File: src/rtl/r22sdf_pkg.sv
// Shared types and constants for the radix-2^2 SDF FFT pipeline, plus the
// twiddle-address rule so that other stages and models compute it identically.
package r22sdf_pkg;

  localparam int DEF_WIDTH = 16;
  localparam int DEF_LOG_N = 6;

  typedef logic signed [DEF_WIDTH-1:0] data_t;
  typedef logic        [DEF_LOG_N-1:0] taddr_t;

  localparam data_t Q15_MAX = 16'sh7FFF;
  localparam data_t Q15_MIN = 16'sh8000;

  // Twiddle address for a sample position inside a sub-FFT of 2**log_m points.
  function automatic taddr_t tw_addr(input taddr_t count, input int log_m);
    int sel;
    int num;
    sel = (int'(count[log_m-2]) << 32'sd1) | int'(count[log_m-1]);
    num = (int'(count) & ((32'sd1 << (log_m - 32'sd2)) - 32'sd1)) << (DEF_LOG_N - log_m);
    return taddr_t'(num * sel);
  endfunction

endpackage

File: src/rtl/sdf_cmult.sv
// Two-stage complex multiplier: registered partial products, then sum, scale,
// saturate and bypass select. Rounding is enabled by defining SDF_TW_ROUND_EN.
module sdf_cmult
  import r22sdf_pkg::*;
#(
  parameter int WIDTH = DEF_WIDTH
) (
  input  logic                    clock,
  input  logic                    reset_n,
  input  logic                    in_en,
  input  logic                    in_bypass,
  input  logic signed [WIDTH-1:0] in_re,
  input  logic signed [WIDTH-1:0] in_im,
  input  logic signed [WIDTH-1:0] tw_re,
  input  logic signed [WIDTH-1:0] tw_im,
  output logic                    out_en,
  output logic signed [WIDTH-1:0] out_re,
  output logic signed [WIDTH-1:0] out_im
);

  localparam int PW = 2 * WIDTH;
  localparam int SW = PW + 1;
  localparam int QW = SW - (WIDTH - 1);
`ifdef SDF_TW_ROUND_EN
  localparam logic signed [SW-1:0] RND_K = {{(SW-1){1'b0}}, 1'b1} << (WIDTH - 2);
`else
  localparam logic signed [SW-1:0] RND_K = {SW{1'b0}};
`endif

  function automatic logic signed [WIDTH-1:0] sat(input logic signed [QW-1:0] v);
    logic signed [WIDTH-1:0] r;
    if ((v[QW-1:WIDTH-1] == {(QW-WIDTH+1){1'b0}}) || (v[QW-1:WIDTH-1] == {(QW-WIDTH+1){1'b1}})) begin
      r = v[WIDTH-1:0];
    end else if (v[QW-1]) begin
      r = {1'b1, {(WIDTH-1){1'b0}}};
    end else begin
      r = {1'b0, {(WIDTH-1){1'b1}}};
    end
    return r;
  endfunction

  logic signed [PW-1:0]    p_rr_q, p_rr_d, p_ii_q, p_ii_d, p_ri_q, p_ri_d, p_ir_q, p_ir_d;
  logic signed [WIDTH-1:0] byp_re_q, byp_re_d, byp_im_q, byp_im_d;
  logic                    byp_q, byp_d, v2_q, v2_d;
  logic                    en_q, en_d;
  logic signed [WIDTH-1:0] re_q, re_d, im_q, im_d;
  logic signed [SW-1:0]    sum_re, sum_im;
  logic signed [QW-1:0]    nrw_re, nrw_im;

  // Product capture and output select
  always_comb begin
    sum_re = SW'(p_rr_q) - SW'(p_ii_q) + RND_K;
    sum_im = SW'(p_ri_q) + SW'(p_ir_q) + RND_K;
    nrw_re = QW'(sum_re >>> (WIDTH - 1));
    nrw_im = QW'(sum_im >>> (WIDTH - 1));

    v2_d = in_en;
    if (in_en) begin
      p_rr_d   = PW'(in_re) * PW'(tw_re);
      p_ii_d   = PW'(in_im) * PW'(tw_im);
      p_ri_d   = PW'(in_re) * PW'(tw_im);
      p_ir_d   = PW'(in_im) * PW'(tw_re);
      byp_d    = in_bypass;
      byp_re_d = in_re;
      byp_im_d = in_im;
    end else begin
      p_rr_d   = p_rr_q;
      p_ii_d   = p_ii_q;
      p_ri_d   = p_ri_q;
      p_ir_d   = p_ir_q;
      byp_d    = byp_q;
      byp_re_d = byp_re_q;
      byp_im_d = byp_im_q;
    end

    // Outputs hold their last value through bubbles
    en_d = v2_q;
    if (v2_q) begin
      if (byp_q) begin
        re_d = byp_re_q;
        im_d = byp_im_q;
      end else begin
        re_d = sat(nrw_re);
        im_d = sat(nrw_im);
      end
    end else begin
      re_d = re_q;
      im_d = im_q;
    end
  end

  // Pipeline registers
  always_ff @(posedge clock or negedge reset_n) begin
    if (!reset_n) begin
      p_rr_q   <= {PW{1'b0}};
      p_ii_q   <= {PW{1'b0}};
      p_ri_q   <= {PW{1'b0}};
      p_ir_q   <= {PW{1'b0}};
      byp_q    <= 1'b0;
      byp_re_q <= {WIDTH{1'b0}};
      byp_im_q <= {WIDTH{1'b0}};
      v2_q     <= 1'b0;
      en_q     <= 1'b0;
      re_q     <= {WIDTH{1'b0}};
      im_q     <= {WIDTH{1'b0}};
    end else begin
      p_rr_q   <= p_rr_d;
      p_ii_q   <= p_ii_d;
      p_ri_q   <= p_ri_d;
      p_ir_q   <= p_ir_d;
      byp_q    <= byp_d;
      byp_re_q <= byp_re_d;
      byp_im_q <= byp_im_d;
      v2_q     <= v2_d;
      en_q     <= en_d;
      re_q     <= re_d;
      im_q     <= im_d;
    end
  end

  assign out_en = en_q;
  assign out_re = re_q;
  assign out_im = im_q;

endmodule

File: src/rtl/sdf_twiddle_mult.sv
// Twiddle-multiply stage between SDF stage pairs: sample counter, registered table
// address, bypass for address 0, and a 3-cycle valid pipe. Option: SDF_TW_ROUND_EN.
module sdf_twiddle_mult
  import r22sdf_pkg::*;
#(
  parameter int WIDTH = DEF_WIDTH,
  parameter int LOG_N = DEF_LOG_N,
  parameter int LOG_M = 6
) (
  input  logic                    clock,
  input  logic                    reset_n,
  input  logic                    di_en,
  input  logic signed [WIDTH-1:0] di_re,
  input  logic signed [WIDTH-1:0] di_im,
  output logic        [LOG_N-1:0] taddr,
  input  logic signed [WIDTH-1:0] tdata_r,
  input  logic signed [WIDTH-1:0] tdata_i,
  output logic                    do_en,
  output logic signed [WIDTH-1:0] do_re,
  output logic signed [WIDTH-1:0] do_im
);

  localparam logic [LOG_M-1:0] CNT_ONE = {{(LOG_M-1){1'b0}}, 1'b1};

  logic [LOG_M-1:0]        di_count_q, di_count_d;
  logic [LOG_N-1:0]        taddr_q, taddr_d, tw_num;
  logic [1:0]              tw_sel;
  logic signed [WIDTH-1:0] d1_re_q, d1_re_d, d1_im_q, d1_im_d;
  logic                    v1_q, v1_d;

  // Counter, address and first data stage advance only on valid input
  always_comb begin
    tw_sel = {di_count_q[LOG_M-2], di_count_q[LOG_M-1]};
    tw_num = LOG_N'(di_count_q[LOG_M-3:0]) << (LOG_N - LOG_M);
    v1_d   = di_en;
    if (di_en) begin
      di_count_d = di_count_q + CNT_ONE;
      taddr_d    = tw_num * {{(LOG_N-2){1'b0}}, tw_sel};
      d1_re_d    = di_re;
      d1_im_d    = di_im;
    end else begin
      di_count_d = di_count_q;
      taddr_d    = taddr_q;
      d1_re_d    = d1_re_q;
      d1_im_d    = d1_im_q;
    end
  end

  // First pipeline stage
  always_ff @(posedge clock or negedge reset_n) begin
    if (!reset_n) begin
      di_count_q <= {LOG_M{1'b0}};
      taddr_q    <= {LOG_N{1'b0}};
      d1_re_q    <= {WIDTH{1'b0}};
      d1_im_q    <= {WIDTH{1'b0}};
      v1_q       <= 1'b0;
    end else begin
      di_count_q <= di_count_d;
      taddr_q    <= taddr_d;
      d1_re_q    <= d1_re_d;
      d1_im_q    <= d1_im_d;
      v1_q       <= v1_d;
    end
  end

  assign taddr = taddr_q;

  // Table address 0 holds 0+j0, so it selects the pass-through path
  sdf_cmult #(.WIDTH(WIDTH)) u_cmult (
    .clock     (clock),
    .reset_n   (reset_n),
    .in_en     (v1_q),
    .in_bypass (taddr_q == {LOG_N{1'b0}}),
    .in_re     (d1_re_q),
    .in_im     (d1_im_q),
    .tw_re     (tdata_r),
    .tw_im     (tdata_i),
    .out_en    (do_en),
    .out_re    (do_re),
    .out_im    (do_im)
  );

endmodule

File: config.mk
export PLATFORM = sky130hd
export DESIGN_NAME = sdf_twiddle_mult
export DESIGN_NICKNAME = d
export VERILOG_FILES = /design/src/rtl/r22sdf_pkg.sv /design/src/rtl/sdf_cmult.sv /design/src/rtl/sdf_twiddle_mult.sv
export SDC_FILE = /design/constraint.sdc
export NUM_CORES = 2
export LEC_CHECK = 0
export BUFFER_PORTS_ARGS = -buffer_cell sky130_fd_sc_hd__buf_2
export CAP_MARGIN = 20
export CORE_MARGIN = 2
export CORE_UTILIZATION = 45
export DETAILED_ROUTE_END_ITERATION = 10
export PLACE_DENSITY = 0.75
export SLEW_MARGIN = 10
export SYNTH_ARGS = -nofsm -noshare
export SYNTH_HDL_FRONTEND = slang
export SYNTH_SLANG_ARGS = --single-unit
File: constraint.sdc
create_clock -name clock -period 6.6 [get_ports clock]
set_clock_uncertainty 0.05 [all_clocks]
set_input_delay 1.32 -clock clock [delete_from_list [all_inputs] [get_ports clock]]
set_output_delay 1.32 -clock clock [all_outputs]
set_load 0.01 [all_outputs]
==> flow_summary.ini <==
[place]
hpwl_mm = 112
gp_congestion = 0.911
place_ws_ns = -0.811
port_buffers = 105

[timing]
fin_crit_sh_pct = 100
drv_slew = 0
setup-violations-final = 5
layout_min_cycle_time_ns = 6.62
fin_ws_ns = -0.0219
fmax_mhz = 151
whs_ns = 0.448
grt_setup_unrepaired = yes
worst_slew_pin_slew_ns = 1.02
relSlewSlack_pct = 31.7
timing_hold_violations_final = 0

[die]
design.die.area_um2 = 116000
pin_count = 106
core_um2 = 112000
row_count = 123
floorplan.die.width_um = 341
die_h_um = 341
initial_core_util_pct = 45.4

[yosys]
synth_seq_cells = 240
yosys.area.top_type_share_pct = 41.1
syn_inst = 5368
syn_area_per_cell_um2 = 9.51
synth.area.top_cells = fa_1 (41%), dfrtp_1 (12%), ha_1 (9.7%)
synth-edff-count = 0
ys.flop_type = dfrtp_1
yosys.area.top_type = fa_1
yosysWarnings = 0
syn_area_um2 = 51000
ys_types = 81
ys_top_cells_by_count = inv_1 (1214), fa_1 (1049), nand2_1 (535)
yosysMostFrequentCell = inv_1
seq_area_frac_synth_pct = 11.8
synth.net_count = 6878
synthArstFlopShare_pct = 100

[layout]
fin_nets = 7348
layout-drive-gt1-share_pct = 19.2
area_growth_pct = 17.2
fin_util_pct = 53.2
fillers = 9665

[setup_path]
critical_path.startpoint = tdata_r[3]
r2r_end = u_cmult.p_rr_q[28]
critical-path-top-delay-family = adder cells
cp_max_fo = 5
slowest_delay_ns = 0.57
r2r_slack_ns = 0.13
path_class = in -> reg
cpMaxStageDelayCell = fa_1
worst-path-buf-inv = 7
cp-end-kind = register
arrival_ns = 7.02
critPathLaunchType = primary input
rr_startpoint = d1_re_q[5]
rr_worst_depth = 24
cp_data_required_time_ns = 7.00
cpMostUsedCell = fa_1

[route]
wl_met2_mm = 64.4
drtAntennaViolNets = 0
top_layer = met5
viasPerCell = 5.22
vias = 38400
drcViolationCount = 0
wl_met1_mm = 56.0
wl_met3_mm = 11.5
dr.pass1.iters = 6
finalWirelength_mm = 137
wl_per_cell_um = 18.6
drtIter0Drc = 2870

[outcome]
status = complete, but fails checks
violations = setup timing

[global_routing]
grt_pass1_vias = 41300
grt_use_total_pct = 23.9
gr-total-overflow = 0
antenna_found_initial = 5
grt_pass1_wl_mm = 221
grt_max_degree = 124

[clock_network]
clk_pin_slew_worst_paths_ns = 0.06
clockRootBuffer = clkbuf_16
htreeDepth = 1
clock-sinks = 240
clk_path_buf_depth = 3
clkLatencyLatePin_ns = 0.60
cts_tree = built
cts-buffers-inserted = 27

[run]
drv_cap = 0

[min_path]
min_from = u_cmult.byp_re_q[5]
min_to = u_cmult.byp_re_q[5]
whs_path_depth = 1
hold_class = reg -> reg
[registers in the layout (all words and copies together) (netlist names)]
register          count
taddr                 6
u_cmult.byp_q         1
u_cmult.byp_im_q     16
d1_im_q              16
u_cmult.p_ri_q       32
u_cmult.out_re       16
u_cmult.byp_re_q     16
u_cmult.p_ii_q       32
u_cmult.out_im       16
u_cmult.out_en        1
u_cmult.p_ir_q       32
u_cmult.p_rr_q       32
u_cmult.en_d          1
v1_q                  1
d1_re_q              16
di_count_q            6
[worst max path at each step]
stage / depth (start not counted) / slack, ns / to
after floorplan: 23 / -0.28 / u_cmult.p_ii_q[28]
after global placement: 23 / -0.77 / u_cmult.p_ir_q[29]
after detailed placement: 23 / -0.81 / u_cmult.p_ir_q[29]
after CTS: 21 / 0.004 / u_cmult.p_ii_q[28]
after global routing: 23 / -0.21 / u_cmult.p_rr_q[30]
final: 25 / -0.02 / u_cmult.p_rr_q[29]
[metal layers]
| layer | up-vias | global-route usage, % |
|---|---|---|
| met4 | 4 | 6.34 |
| met1 | 19500 | 32.4 |
| met3 | 284 | 4.36 |
| met5 | - | 0 |
| li1 | 17200 | - |
| met2 | 1455 | 39.4 |
[layout by cell type (no fill, tap or decap), types with 26 or more instances in the layout]
cell type / n
and2_4: 29
mux2_2: 139
buf_12: 47
o21ai_0: 94
a21o_1: 61
nand2_1: 523
buf_4: 509
nor2_1: 140
dfrtp_1: 236
nand2b_1: 34
fa_1: 1013
inv_1: 1181
nor3_1: 33
clkbuf_16: 33
a21oi_2: 27
buf_2: 75
inv_2: 32
a21oi_1: 115
nand3_1: 57
ha_4: 26
ha_1: 360
xnor2_1: 126
fa_2: 36
buf_6: 34
xor2_1: 30
and2_1: 471
[stage by stage]
step	area, um^2	instances	setup TNS [ns]
detailed placement	57500	7269	-38.84
global placement	57500	7269	-32.22
finish	59800	7357	-0.0804
CTS	58600	7323	0
floorplan	51700	5368	-1.97
global route	59800	7356	-2.70
[cell type report]
type	count	area, um^2	area share [%]
clock buffers	32	714	1.19
clock inverters	15	219	0.366
repair buffers	683	5850	9.78
inverters	1215	4580	7.65
multi-input cells	3671	40600	67.8
flip-flops and latches	240	6010	10.1
diodes	1	2.50	0.00418
well taps	1500	1880	3.14
[repair_timing]
action                                  CTS  global route
hold buffers                              0             0
hold endpoints to repair                  0             0
gates cloned                              0             6
endpoints found under the setup margin   26            46
setup buffers                             7            29
pin swaps                                17           130
resized for setup                        29           250
[cell families (layout without fill, tap and decap cells)]
| kind of cell | Yosys count | after routing | share of synthesized area, % |
|---|---|---|---|
| buf+inv | 1457 | 1945 | 10.7 |
| fa+ha+maj | 1443 | 1443 | 50.8 |
| simple gates | 1424 | 1424 | 14.0 |
| compound gates | 486 | 486 | 6.45 |
| flops | 240 | 240 | 11.8 |
| mux | 161 | 161 | 3.52 |
| xor+xnor | 157 | 157 | 2.69 |
| other cells | 0 | 1 | 0 |
Power is left out: the tool's default activity adds up to more than one toggle a clock period on the data nets, which glitch-free logic cannot reach.
